`src/rtl/channel_read_arbiter.sv`:
```
`timescale 1ns/1ps
// ---------------------------------------------------------------------------------------------
// channel_read_arbiter
//
// Round-robin scheduler sharing one channel read port among NUM_REQ reduce engines. Each grant
// is a fixed burst of BURST pops from the channel. Every popped word is forwarded on rd_data
// with a one-hot rd_valid strobe that names the granted engine. A one-hot done pulse closes
// the burst.
//
// Ports:
//   clk            clock, all logic on the rising edge
//   rst            synchronous active-low reset
//   req            per-engine request level, only looked at while idle
//   gnt            registered one-hot grant, held for the whole burst
//   rd_data        registered copy of the last popped word
//   rd_valid       one-hot, one-cycle strobe qualifying rd_data for the granted engine
//   done           one-hot, one-cycle pulse marking the end of the granted burst
//   busy           high while a burst is in flight (XFER or DONE)
//   ch_read_valid  pop strobe to the channel
//   ch_rst         active-high channel reset, the inverse of rst
//   ch_out_data    channel head word
//   ch_read_ready  channel holds at least one word
// ---------------------------------------------------------------------------------------------
module channel_read_arbiter #(
  parameter int unsigned NUM_REQ = 4,
  parameter int unsigned WIDTH   = 32,
  parameter int unsigned BURST   = 4
) (
  input  logic               clk,
  input  logic               rst,
  input  logic [NUM_REQ-1:0] req,
  output logic [NUM_REQ-1:0] gnt,
  output logic [WIDTH-1:0]   rd_data,
  output logic [NUM_REQ-1:0] rd_valid,
  output logic [NUM_REQ-1:0] done,
  output logic               busy,
  output logic               ch_read_valid,
  output logic               ch_rst,
  input  logic [WIDTH-1:0]   ch_out_data,
  input  logic               ch_read_ready
);

  localparam int unsigned IdxW = (NUM_REQ > 1) ? $clog2(NUM_REQ) : 1;

  // One spare bit so rr_ptr + offset never overflows before the modulo fold.
  localparam logic [IdxW:0]   NumReqW  = (IdxW + 1)'(NUM_REQ);
  localparam logic [IdxW-1:0] LastIdx  = IdxW'(NUM_REQ - 1);
  localparam logic [7:0]      LastBeat = 8'(BURST - 1);

  typedef enum logic [1:0] {
    StIdle,
    StXfer,
    StDone
  } state_e;

  state_e             state_q, state_d;
  logic [NUM_REQ-1:0] gnt_q, gnt_d;
  logic [IdxW-1:0]    gnt_idx_q, gnt_idx_d;
  logic [IdxW-1:0]    rr_ptr_q, rr_ptr_d;
  logic [7:0]         beat_cnt_q, beat_cnt_d;
  logic [WIDTH-1:0]   rd_data_q, rd_data_d;
  logic [NUM_REQ-1:0] rd_valid_q, rd_valid_d;
  logic [NUM_REQ-1:0] done_q, done_d;

  logic               pop;
  logic               pick_found;
  logic [IdxW-1:0]    pick_idx;
  logic [IdxW:0]      scan;

  // -------------------------------------------------------------------------------------------
  // Round-robin pick: first requester found walking rr_ptr, rr_ptr+1, ... modulo NUM_REQ.
  // -------------------------------------------------------------------------------------------
  always_comb begin
    pick_found = 1'b0;
    pick_idx   = '0;
    scan       = '0;
    for (int unsigned i = 0; i < NUM_REQ; i++) begin
      scan = {1'b0, rr_ptr_q} + (IdxW + 1)'(i);
      if (scan >= NumReqW) begin
        scan = scan - NumReqW;
      end
      if (!pick_found && req[scan[IdxW-1:0]]) begin
        pick_found = 1'b1;
        pick_idx   = scan[IdxW-1:0];
      end
    end
  end

  // -------------------------------------------------------------------------------------------
  // State register
  // -------------------------------------------------------------------------------------------
  always_ff @(posedge clk) begin
    if (!rst) begin
      state_q    <= StIdle;
      gnt_q      <= '0;
      gnt_idx_q  <= '0;
      rr_ptr_q   <= '0;
      beat_cnt_q <= '0;
      rd_data_q  <= '0;
      rd_valid_q <= '0;
      done_q     <= '0;
    end else begin
      state_q    <= state_d;
      gnt_q      <= gnt_d;
      gnt_idx_q  <= gnt_idx_d;
      rr_ptr_q   <= rr_ptr_d;
      beat_cnt_q <= beat_cnt_d;
      rd_data_q  <= rd_data_d;
      rd_valid_q <= rd_valid_d;
      done_q     <= done_d;
    end
  end

  // -------------------------------------------------------------------------------------------
  // Next-state logic
  // -------------------------------------------------------------------------------------------
  always_comb begin
    state_d    = state_q;
    gnt_d      = gnt_q;
    gnt_idx_d  = gnt_idx_q;
    rr_ptr_d   = rr_ptr_q;
    beat_cnt_d = beat_cnt_q;
    rd_data_d  = rd_data_q;
    // Strobes are single-cycle unless re-armed below.
    rd_valid_d = '0;
    done_d     = '0;

    unique case (state_q)
      StIdle: begin
        if (pick_found) begin
          state_d           = StXfer;
          gnt_d             = '0;
          gnt_d[pick_idx]   = 1'b1;
          gnt_idx_d         = pick_idx;
          beat_cnt_d        = '0;
        end
      end

      StXfer: begin
        if (pop) begin
          rd_data_d  = ch_out_data;
          rd_valid_d = gnt_q;
          beat_cnt_d = beat_cnt_q + 8'd1;
          // done is registered here so it lands in the DONE cycle together with the last
          // word's rd_valid.
          if (beat_cnt_q == LastBeat) begin
            state_d = StDone;
            done_d  = gnt_q;
          end
        end
      end

      StDone: begin
        state_d  = StIdle;
        gnt_d    = '0;
        rr_ptr_d = (gnt_idx_q == LastIdx) ? '0 : gnt_idx_q + IdxW'(1);
      end

      default: begin
        state_d = StIdle;
        gnt_d   = '0;
      end
    endcase
  end

  // -------------------------------------------------------------------------------------------
  // Outputs
  // -------------------------------------------------------------------------------------------
  always_comb begin
    // Qualifying with rst stops a pop in the cycle a reset is pending, since that word would
    // be thrown away by the reset edge.
    ch_read_valid = rst && (state_q == StXfer) && ch_read_ready;
    pop           = ch_read_valid;
    busy          = rst && (state_q != StIdle);
    ch_rst        = !rst;
  end

  assign gnt      = gnt_q;
  assign rd_data  = rd_data_q;
  assign rd_valid = rd_valid_q;
  assign done     = done_q;

endmodule

```
`config.mk`:
```
export PLATFORM = sky130hd
export DESIGN_NAME = channel_read_arbiter
export DESIGN_NICKNAME = d
export VERILOG_FILES = /design/src/rtl/channel_read_arbiter.sv
export SDC_FILE = /design/constraint.sdc
export NUM_CORES = 1
export LEC_CHECK = 0
export ABC_AREA = 1
export ABC_CLOCK_PERIOD_IN_PS = 1600
export BUFFER_PORTS_ARGS = -buffer_cell sky130_fd_sc_hd__buf_2
export CORE_MARGIN = 2
export CORE_UTILIZATION = 30
export DETAILED_ROUTE_END_ITERATION = 8
export PLACE_DENSITY_LB_ADDON = 0.2
export SYNTH_ARGS = -nofsm -noshare
export SYNTH_HDL_FRONTEND = slang
export SYNTH_SLANG_ARGS = --single-unit
```
`constraint.sdc`:
```
create_clock -name clk -period 1.6 [get_ports clk]
set_input_delay 0.24 -clock clk [delete_from_list [all_inputs] [get_ports clk]]
set_output_delay 0.24 -clock clk [all_outputs]
set_load 0.01 [all_outputs]
```
# == Word-level counts from Yosys, hierarchy flattened ==
# Index checks and enable logic that the tools add are counted.
# word_totals
mem_count,0
mem_bits_ro,0
input_bits,39
mem_bits_rw,0
latchBits,0
ff_bits,58
# op_classes
add_sub_neg,9
n_div,0
shift,0
reduce_logical,21
mux,32
n_lt_le_gt_ge,10
n_bitwise,1
n_mul,0
n_eq_ne,7
# ops
op,n
$mux W2,12
$mux W8,2
$pmux W8 S2,1
$lt A2 B3 Y1 const B,5
$ge A3 B3 Y1 const B,3
$mux W1,9
$reduce_and A3 Y1,3
$add A8 B1 Y8 const B,1
$bmux W1 S2,4
$eq A8 B2 Y1 const B,1
$pmux W4 S2,1
$sub A2 B1 Y2 const B,4
$logic_and A1 B1 Y1,7
$add A2 B2 Y3 const B,2
$ne A2 B2 Y1 const B,3
$reduce_and A2 Y1,3
$eq A2 B2 Y1 const B,2
$logic_not A1 Y1,4
$mux W4,1
$pmux W2 S2,1
$reduce_and A4 Y1,1
$reduce_bool A2 Y1,2
$add A2 B1 Y3 const B,1
$ge A2 B3 Y1 const B,1
other kinds (6),6

# == Longest topological paths before layout ==
# Gate-level depths: netlist (run 1).
# logic_depth
depth_word,20
ltp_mapped,12

# == Worst setup path after synthesis (run 1) ==
# No wires, ideal clock.
# synth_path
kind,flip-flop to flip-flop
from,register rr_ptr_q[0]
to,register beat_cnt_q[2]
path_stages_with_launch,11
arrival_time_ns,1.375
period_less_slack_ns,1.490
slack_ns,0.110
required_ns,1.485
cell_sequence,dfxtp_1 buf_6 nand2_2 nand3_2 nand2_4 nor2_8 nand3b_4 nand2_8 nand2_4 a21oi_1 nor2_1
# synth_between
elab_chain_cells,16
elab_cells_between_ends,35
# synth_rtl
item,line_no,source
from (decl),59,"logic [IdxW-1:0] rr_ptr_q, rr_ptr_d;"
from (signal assigned),106,rr_ptr_q <= rr_ptr_d;
"parallel branches: the longest is 13 deep, another holds $add A2 B1 Y3",-,
$mux W1 *,82,if (!pick_found && req[scan[IdxW-1:0]]) begin
$ne A2 B2 Y1 (no source line) *,-,
$reduce_and A3 Y1 (no source line) *,-,
to (signal assigned),107,beat_cnt_q <= beat_cnt_d;
to (decl),60,"logic [7:0] beat_cnt_q, beat_cnt_d;"
# Every way passes the cells marked *. The select of a mux whose other input is x is not followed.
# A chain may end at the register's enable or synchronous reset.

# == Worst setup path in the final report (run 1) ==
# Same ends and word-level chain as after synthesis.

==> results of run 1 <==
cell type report:
| cell class | instances | area [um2] |
|---|---|---|
| sequential | 58 | 1170 |
| inverter | 22 | 92.6 |
| multi-input combinational | 245 | 1320 |
| clock inverter | 4 | 51.3 |
| tap | 105 | 131 |
| timing repair buffer | 101 | 578 |
| clock buffer | 12 | 145 |
| fill | 879 | 4730 |
sequential cells by signal, summed over array words and instances (netlist names):
signal	flops
done	4
state_q	2
gnt	4
rd_valid	4
beat_cnt_q	8
rr_ptr_q	2
gnt_idx_q	2
rd_data	32
cells in the final DEF (no fill, tap or decap), types with 5 or more instances in the layout:
cell type	instances
dfxtp_1	55
inv_1	16
nand2_2	12
nor2_1	17
nand2_1	104
a21oi_1	14
nand2_4	7
o21ai_0	5
buf_2	85
clkbuf_8	10
buf_4	12
nand3_1	49
nor3_1	5
layer usage:
| layer | part of all wire [%] | wire length, um |
|---|---|---|
| met5 | 0 | 0 |
| met4 | 1.6 | 105 |
| met3 | 6.7 | 443 |
| met2 | 43 | 2870 |
| met1 | 48 | 3210 |
worst paths after layout:
| check | end | startpoint | slack (ns) | cells after the start |
|---|---|---|---|---|
| hold / removal | rd_data[12] | ch_out_data[12] | 0.1 | 3 |
| setup / recovery | beat_cnt_q[2] | rr_ptr_q[0] | 0.03 | 11 |
| hold reg to reg | rd_data[2] | rd_data[2] | 0.46 | 2 |
| setup reg to reg | beat_cnt_q[2] | rr_ptr_q[0] | 0.03 | 11 |
power breakdown:
part | internal, uW | leakage, uW | switching, uW
combinational | 220 | 0.00120 | 325
clock | 763 | 0.0000966 | 592
sequential | 1520 | 0.000474 | 41.4
total | 2510 | 0.00177 | 958
what timing repair did:
action	CTS	global route
setup buffers	4	1
pin swaps	6	16
resized for setup	9	18
cloned	1	0
setup endpoints to repair	3	16
cells by family (layout without fill, tap and decap cells):
| family | count (synthesis) | in the layout | share of synthesized area [%] |
|---|---|---|---|
| compound gates | 26 | 26 | 6.01 |
| xor+xnor | 5 | 5 | 1.72 |
| fa+ha+maj | 2 | 2 | 0.985 |
| buf+inv | 36 | 139 | 5.86 |
| flops | 58 | 58 | 45.7 |
| simple gates | 211 | 212 | 39.7 |
stage by stage:
stage | util [%] | setup slack [ns] | TNS [ns]
final | 42.4 | 0.0313 | 0
after global routing | 42.4 | -0.0886 | -0.589
after CTS | 41.4 | 0.00263 | 0
after detailed placement | 38.2 | -0.00712 | -0.00712
after global placement | 38.2 | 0.0407 | 0
after floorplan | - | 0.110 | 0
worst max-delay path, delay by kind of cell, from the launching register on:
kind                   cells  cell delay [ns]
flip-flops                 1             0.36
AO/OA/AOI/OAI              1             0.11
AND/OR/NAND/NOR            9             0.84
buffers and inverters      1             0.13
==> results.ini, run 1 <==
[run_status]
status = finished, final reports clean

[grt]
busiest_layer = met2
grt_start_max_net_pins = 38
grt_util_met1_pct = 18.6
antenna_found_initial = 0
track_usage_pct = 14.8
grt_overflow = 0
grt_pass1_vias = 2391
grt.met2_usage_pct = 23.0
grt_use_met3_pct = 5.48
grt_first_pass_wirelength_um = 10700

[synth]
ys_warn_count = 0
synth-edff-count = 0
ys_types = 32
yosysTopAreaCell = dfxtp_1
synth.top_cells.by_count = nand2_1 (109), dfxtp_1 (58), nand3_1 (51), nor2_1 (19), inv_1 (16)
async_flop_share_pct = 0
yosys_most_used_dff = dfxtp_1
yosys-top-cells-area = dfxtp_1 (46%), nand2_1 (16%), nand3_1 (10%)
ys_seq_area_share_pct = 45.7
syn_inst = 338
yosysMostFrequentCell = nand2_1
syn_avg_cell_area_um2 = 7.52
syn_nets = 379
ys_seq_elements = 58
netlist.area_leader.share_pct = 45.7
syn_area_mm2 = 0.00254

[detailed_routing]
routed_via_density = 4.56
vias = 2495
drt-initial-drc-count = 93
antenna_left = 0
drtPass1Iterations = 4
wl_per_cell_um = 12.1
detail_route.wirelength_um = 6630
drc_errors = 0

[placement]
dpl.cell_count = 525
hpwl_um = 4530
gp_congestion = 0.802
port_buffers = 85
place_area_mm2 = 0.00314

[power]
power_uw = 3460
ir_worst_vdd_mv = 0.570
p_per_area_mw_per_mm2 = 994
power.leakage_uw = 0.00177

[clocking]
numCtsBuffers = 9
cts_buffer_depth = 2
htreeDepth = 3
cts_tree = yes
clk_pin_slew_ns = 0.07
cts_sinks = 58
ctsHoldBuffers = 0
root_buffer = clkbuf_8
clock_latency_ns = 0.33

[job]
cap_violations = 0

[critical_path]
crit_path_frequent_cell = nand2_4
critical_path.max_stage_delay_ns = 0.36
worstPathMaxFanout = 8
cp_slowest_cell = dfxtp_4
critPathCaptureType = register
worstSetupPathType = reg2reg
start_kind = register
path_cells = buf_6, nand2_2, nand2_4, nand2_4, nand2_4, nor2_8, nand3b_4, nand2_8, nand2_8, a21oi_2, nor2_1
arrival_ns = 1.79
required_ns = 1.83

[hold_path]
min_path_type = in2reg

[floorplanning]
io_pins = 86
dieArea_mm2 = 0.00922
die_w_um = 96.0
core_area_mm2 = 0.00822
fp.dieH_um = 96.0
rows = 33
start_util_pct = 30.9

[timing]
rsz0062_at_grt = true
period_needed_ns = 1.57
clock_skew_ns = 0.0125
fin_crit_sh_pct = 98.0
whs_ns = 0.100
max_freq_mhz = 637
finalMaxSlewViolations = 0
hold_viol = 0
worstMarginPinSlew_ns = 0.387
slew_headroom_pct = 74.2
finalSetupViolations = 0

[layout]
layout.nets = 478
design_area_mm2 = 0.00348
diodes = 0
fin_cells = 547
synthToLayoutAreaGrowth_pct = 37.1
layout-drive-gt1-share_pct = 36.0

Note: power is estimated with default switching activity, not from simulation.
==> run 2, diff against run 1 <==
CAP_MARGIN = 20   (was not set)
MAX_ROUTING_LAYER = met4   (was not set)
==> run 2 against run 1 <==
Effect of this change: final cell count unchanged; sequential power hardly changed; via count grew 0.48%; highest routed layer unchanged; utilization about the same; combinational power barely moved; wire length is 0.27% higher; die area did not move; worst hold slack better by 0.00052 ns; register-to-register slack about the same; worst setup slack got worse by 0.0077 ns; sequential share of layout area is essentially flat.
==> results.ini, run 2 (synthesized netlist as in run 1, its figures left out) <==
[grt]
busiest_layer = met2
antenna_found_initial = 0  ; unchanged
grt_start_max_net_pins = 38  ; unchanged
grt_use_met3_pct = 4.07  ; -1.4 points
grt.met2_usage_pct = 23.0  ; unchanged
track_usage_pct = 15.2  ; +0.44 points
grt_pass1_vias = 2388  ; -0.13%
grt_overflow = 0  ; unchanged
grt_first_pass_wirelength_um = 10700  ; about the same
grt_util_met1_pct = 19.5  ; +0.91 points

[layout]
multi_input_area_mm2 = 0.00132  ; unchanged
largest_reg_flops = 32  ; unchanged
final_cell_mix = nand2_1 (104), buf_2 (85), dfxtp_1 (56), nand3_1 (49), nor2_1 (17)
seqCellArea_mm2 = 0.00117  ; -0.11%
mostFrequentLayoutCell = nand2_1
layout.nets = 478  ; unchanged
design_area_mm2 = 0.00348  ; about the same
fin_cells = 547  ; unchanged
synthToLayoutAreaGrowth_pct = 37.0  ; about the same
layout-drive-gt1-share_pct = 35.7  ; -0.23 points
nFillCells = 879  ; unchanged
diodes = 0  ; unchanged

[clocking]
root_buffer = clkbuf_8
cts_tree = yes
cts_sinks = 58  ; unchanged
cts_buffer_depth = 2  ; unchanged
htreeDepth = 3  ; unchanged
clk_pin_slew_ns = 0.07  ; about the same
ctsHoldBuffers = 0  ; unchanged
numCtsBuffers = 9  ; unchanged
clock_latency_ns = 0.33  ; about the same

[timing]
setup_tns_ns = 0  ; unchanged
hold_viol = 0  ; unchanged
slew_headroom_pct = 74.0  ; -0.24 points
fin_crit_sh_pct = 98.5  ; +0.48 points
worstMarginPinSlew_ns = 0.390  ; +0.00358 ns
finalSetupViolations = 0  ; unchanged
rsz0062_at_grt = true
max_freq_mhz = 634  ; -0.49%
worst_slack_ns = 0.0237  ; -0.00765 ns
clock_skew_ns = 0.0104  ; -0.00211 ns
period_needed_ns = 1.58  ; +0.00765 ns
finalMaxSlewViolations = 0  ; unchanged

[job]
cap_violations = 0  ; unchanged

[critical_path]
crit_start = rr_ptr_q[0]
arrival_ns = 1.84  ; +0.05 ns
worstSetupPathType = reg2reg
r2r_setup_slack_ns = 0.02  ; about the same
cp-endpoint = gnt[3]
r2r_cells = 10  ; -1
start_kind = register
crit_path_frequent_cell = nand2_4
required_ns = 1.87  ; +0.04 ns
worstPathMaxFanout = 6  ; -2
path_cells = buf_6, nand2_2, nand2_4, nand2_4, nand2_4, nor2_8, nand3b_4, o21ai_4, nand2_1, a21oi_1
r2r_end = gnt[3]
critPathCaptureType = register
critical_path.max_stage_delay_ns = 0.36  ; about the same
r2r_start = rr_ptr_q[0]
cp_slowest_cell = dfxtp_4

[floorplanning]
rows = 33  ; unchanged
start_util_pct = 30.9  ; unchanged
die_w_um = 96.0  ; unchanged
io_pins = 86  ; unchanged
dieArea_mm2 = 0.00922  ; unchanged
core_area_mm2 = 0.00822  ; unchanged
fp.dieH_um = 96.0  ; unchanged

[detailed_routing]
routed_via_density = 4.58  ; +0.48%
antenna_left = 0  ; unchanged
drt-initial-drc-count = 73  ; -22%
wl_per_cell_um = 12.2  ; +0.27%
detail_route.wirelength_um = 6650  ; +0.27%
drc_errors = 0  ; unchanged
vias = 2507  ; +0.48%
drtPass1Iterations = 4  ; unchanged

[power]
ir_worst_vdd_mv = 0.569  ; -0.14%
power.leakage_uw = 0.00177  ; about the same
p_per_area_mw_per_mm2 = 995  ; about the same

[placement]
gp_congestion = 0.814  ; +1.4%
port_buffers = 85  ; unchanged
dpl.cell_count = 525  ; unchanged
place_ws_ns = -0.00712  ; unchanged
hpwl_um = 4530  ; unchanged
place_area_mm2 = 0.00314  ; unchanged

[run_status]
status = finished, final reports clean

[hold_path]
min_path_type = in2reg

==> run 2: cell types whose count changed in the layout (fill, tap and decap cells not counted) <==
cell and delta:
dfxtp_2 -1, dfxtp_1 +1
==> run 2: area by class of cell <==
cell class	count	share of cell area, %
multi-input combinational	245	37.8
timing repair buffer	101	16.6
inverter	22	2.66
clock buffer	12	4.17
sequential	58	33.5
clock inverter	4	1.47
tap	105	3.77
==> run 2: critical path: cells and delay by family (launching register included) <==
kind	cells	cell delay [ns]
AO/OA/AOI/OAI	2	0.36
buffers and inverters	1	0.13
flip-flops	1	0.36
AND/OR/NAND/NOR	7	0.65
==> run 2: power breakdown <==
group	total [uW]	leakage, uW	switching [uW]	internal (uW)
clock	1350	0.0000966	590	763
sequential	1560	0.000474	41.4	1520
combinational	548	0.00120	328	220
total	3460	0.00177	959	2500
==> run 2: stage by stage <==
stage | hold slack (ns) | utilization [%] | power [uW]
4_1_cts | 0.0811 | 41.4 | 3480
2_1_floorplan | 0.351 | - | 1880
5_1_grt | 0.0882 | 42.4 | 3630
6_report | 0.101 | 42.4 | 3460
3_5_place_dp | 0.438 | 38.2 | 2090
3_3_place_gp | 0.433 | 38.2 | 2080
==> run 2: timing repair <==
action,CTS,global route
gates cloned,1,0
pin swaps,6,16
gates resized for setup,9,17
setup endpoints to repair,3,16
setup buffers,4,1
==> run 2: metal layers <==
layer / vias to the layer above / routed length, um
li1: 1288 / -
met5: - / 0
met4: 0 / 89
met1: 1140 / 3290
met3: 6 / 342
met2: 73 / 2920
==> run 2: worst min-delay path by stage <==
stage | from | to | slack [ns] | cells after the start
after floorplan | ch_out_data[0] | rd_data[0] | 0.35 | 2
after global placement | ch_out_data[4] | rd_data[4] | 0.43 | 3
after detailed placement | ch_out_data[14] | rd_data[14] | 0.44 | 3
after CTS | ch_out_data[28] | rd_data[28] | 0.08 | 3
after global routing | ch_out_data[9] | rd_data[9] | 0.09 | 3
final | ch_out_data[2] | rd_data[2] | 0.10 | 3
==> run 3, diff against run 2 <==
ABC_AREA = not set   (was 1)
==> run 3 against run 2 <==
Effect of this change: design area fell by 14%; critical path depth fell by 7; global-route usage fell by 1.9 points; register-to-register slack improved by 0.06 ns; sequential cell count did not move; via count fell by 21%; largest cell class is now flip-flops and latches; highest routed layer unchanged.
==> results.ini, run 3 <==
[run_status]
status = finished, final reports clean

[placement]
port_buffers = 85  ; unchanged
gp_congestion = 0.786  ; -3.4%
hpwl_um = 3590  ; -21%

[critical_path]
crit_cells = 3  ; -7
start_kind = register
critPathCaptureType = primary output
cp_slowest_cell = dfxtp_2
path_cells = and4b_2, buf_8, buf_2
path_buf_inv = 2  ; +1
worstSetupPathType = reg2out
cpLargestDelayFamily = flip-flops
arrival_ns = 1.34  ; -0.50 ns
r2r_cells = 6  ; -4
required_ns = 1.36  ; -0.51 ns
critical_path.max_stage_delay_ns = 0.36  ; about the same
worstPathMaxFanout = 18  ; +12

[floorplanning]
die_w_um = 89.3  ; -7.0%
rows = 31  ; -6.1%
start_util_pct = 30.6  ; -0.33 points
dieArea_mm2 = 0.00798  ; -14%
io_pins = 86  ; unchanged
core_area_mm2 = 0.00714  ; -13%
fp.dieH_um = 89.3  ; -7.0%

[power]
p_per_area_mw_per_mm2 = 1040  ; +5.0%
power_frac_comb_pct = 9.6  ; -6.2 points
power.leakage_uw = 0.00133  ; -25%
p_sw_share_pct = 25.0  ; -2.7 points
p_seq_share_pct = 48.9  ; +3.8 points
ir_worst_vdd_mv = 0.375  ; -34%
power_switching_uw = 782  ; -18%
p_int_uw = 2350  ; -6.2%
clkPwrFrac_pct = 41.5  ; +2.4 points

[timing]
fin_crit_sh_pct = 98.7  ; +0.17 points
rsz0062_at_grt = true
hold_viol = 0  ; unchanged
period_needed_ns = 1.58  ; +0.00276 ns
max_freq_mhz = 633  ; -0.17%
setup_tns_ns = 0  ; unchanged
worstMarginPinSlew_ns = 0.637  ; +0.247 ns
slew_headroom_pct = 57.2  ; -17 points
finalSetupViolations = 0  ; unchanged
whs_ns = 0.0947  ; -0.00579 ns
finalMaxSlewViolations = 0  ; unchanged
clock_skew_ns = 0.00664  ; -0.00376 ns

[synth]
syn_inst = 255  ; -25%
syn_area_mm2 = 0.00218  ; -14%
synth-edff-count = 0  ; unchanged
ys_warn_count = 0  ; unchanged
ys_types = 42  ; +31%
ys_seq_area_share_pct = 53.2  ; +7.5 points
ys_seq_elements = 58  ; unchanged
yosysTopAreaCell = dfxtp_1
synth.top_cells.by_count = nand2_1 (72), dfxtp_1 (58), o21ai_0 (32), nor2_1 (16), clkbuf_1 (10)
yosysMostFrequentCell = nand2_1
syn_nets = 296  ; -22%
syn_avg_cell_area_um2 = 8.56  ; +14%
yosys-top-cells-area = dfxtp_1 (53%), nand2_1 (12%), o21ai_0 (7.3%)
netlist.area_leader.share_pct = 53.2  ; +7.5 points
yosys_most_used_dff = dfxtp_1
async_flop_share_pct = 0  ; unchanged

[clocking]
htreeDepth = 3  ; unchanged
clock_latency_ns = 0.33  ; about the same
numCtsBuffers = 9  ; unchanged
cts_tree = yes
root_buffer = clkbuf_8
ctsHoldBuffers = 0  ; unchanged
clk_pin_slew_ns = 0.07  ; about the same
cts_buffer_depth = 2  ; unchanged
cts_sinks = 58  ; unchanged

[grt]
grt_start_max_net_pins = 53  ; +39%
grt_first_pass_wirelength_um = 7780  ; -27%
grt.met2_usage_pct = 18.2  ; -4.7 points
grt_util_met1_pct = 17.5  ; -2.0 points
antenna_found_initial = 0  ; unchanged
busiest_layer = met2
grt_overflow = 0  ; unchanged
grt_use_met3_pct = 3.14  ; -0.93 points
grt_pass1_vias = 1672  ; -30%
track_usage_pct = 13.3  ; -1.9 points

[hold_path]
min_path_type = in2reg
hold_depth = 3  ; unchanged

[layout]
layout.nets = 392  ; -18%
largest_reg_flops = 32  ; unchanged
post-route-util_pct = 42.0  ; -0.39 points
nFillCells = 765  ; -13%
final_cell_mix = buf_2 (85), nand2_1 (72), dfxtp_1 (56), o21ai_0 (32), nor2_1 (16)
layout-drive-gt1-share_pct = 34.0  ; -1.8 points
diodes = 0  ; unchanged
mostFrequentLayoutCell = buf_2
synthToLayoutAreaGrowth_pct = 37.2

[detailed_routing]
wl_per_cell_um = 11.6  ; -4.9%
detail_route.wirelength_um = 5260  ; -21%
drt-initial-drc-count = 74  ; +1.4%
routed_via_density = 4.35  ; -5.2%
vias = 1977  ; -21%
drtPass1Iterations = 4  ; unchanged
antenna_left = 0  ; unchanged
drc_errors = 0  ; unchanged

[job]
cap_violations = 0  ; unchanged

run 3: layer usage:
| layer | up-vias | part of all wire (%) | wire length, um |
|---|---|---|---|
| li1 | 1044 | - | - |
| met1 | 873 | 48 | 2520 |
| met2 | 52 | 46 | 2440 |
| met3 | 8 | 4.3 | 225 |
| met4 | 0 | 1.4 | 76 |
| met5 | - | 0 | 0 |
run 3: final cells by class:
class / count / area, um2 / area share (%)
well taps: 99 / 124 / 4.13
clock inverters: 5 / 55.1 / 1.84
repair buffers: 96 / 523 / 17.5
flip-flops and latches: 58 / 1160 / 38.8
multi-input cells: 182 / 985 / 32.9
inverters: 4 / 15.0 / 0.501
clock buffers: 11 / 131 / 4.38
run 3: worst paths after layout:
check                   to  slack, ns       startpoint
max          ch_read_valid       0.02       state_q[1]
min            rd_data[13]       0.09  ch_out_data[13]
min reg2reg    rd_data[25]       0.45      rd_data[25]
max reg2reg  beat_cnt_q[6]       0.08       state_q[1]
run 3: kinds of logic (layout without fill, tap and decap cells):
| family | Yosys count | in the layout | share of synthesized area [%] |
|---|---|---|---|
| buffers and inverters | 16 | 116 | 2.98 |
| XOR/XNOR | 4 | 4 | 1.60 |
| AND/OR/NAND/NOR | 121 | 121 | 26.6 |
| AO/OA/AOI/OAI | 52 | 53 | 13.5 |
| flip-flops | 58 | 58 | 53.2 |
| multiplexers | 2 | 2 | 0.917 |
| adder cells (fa/ha/maj) | 2 | 2 | 1.15 |
run 3: worst min-delay path: stages:
cell and delay, ns:
buf_2 0.07, nand2_1 0.03, o21ai_0 0.05
run 3: power by group through the flow:
stage               registers, uW  logic (uW)  clock network (uW)
floorplan                    1580         123                   0
global placement             1560         288                   0
detailed placement           1560         293                   0
CTS                          1530         296                1340
global route                 1540         334                1410
finish                       1530         300                1300
run 3: through the flow:
| step | worst slack [ns] | instances | power [uW] | area, um2 |
|---|---|---|---|---|
| after global routing | -0.0526 | 455 | 3290 | 3000 |
| after CTS | 0.00474 | 454 | 3170 | 2960 |
| after floorplan | 0.158 | 255 | 1710 | 2180 |
| after detailed placement | -0.0318 | 437 | 1860 | 2760 |
| final | 0.0209 | 455 | 3130 | 3000 |
| after global placement | -0.0212 | 437 | 1850 | 2760 |
run 3: what timing repair did:
| action | in CTS | in global routing |
|---|---|---|
| cloned | 0 | 1 |
| resized for setup | 3 | 5 |
| endpoints found under the setup margin | 1 | 33 |
| setup buffers | 1 | 0 |
| pin swaps | 0 | 3 |
| hold endpoints to repair | 0 | 0 |
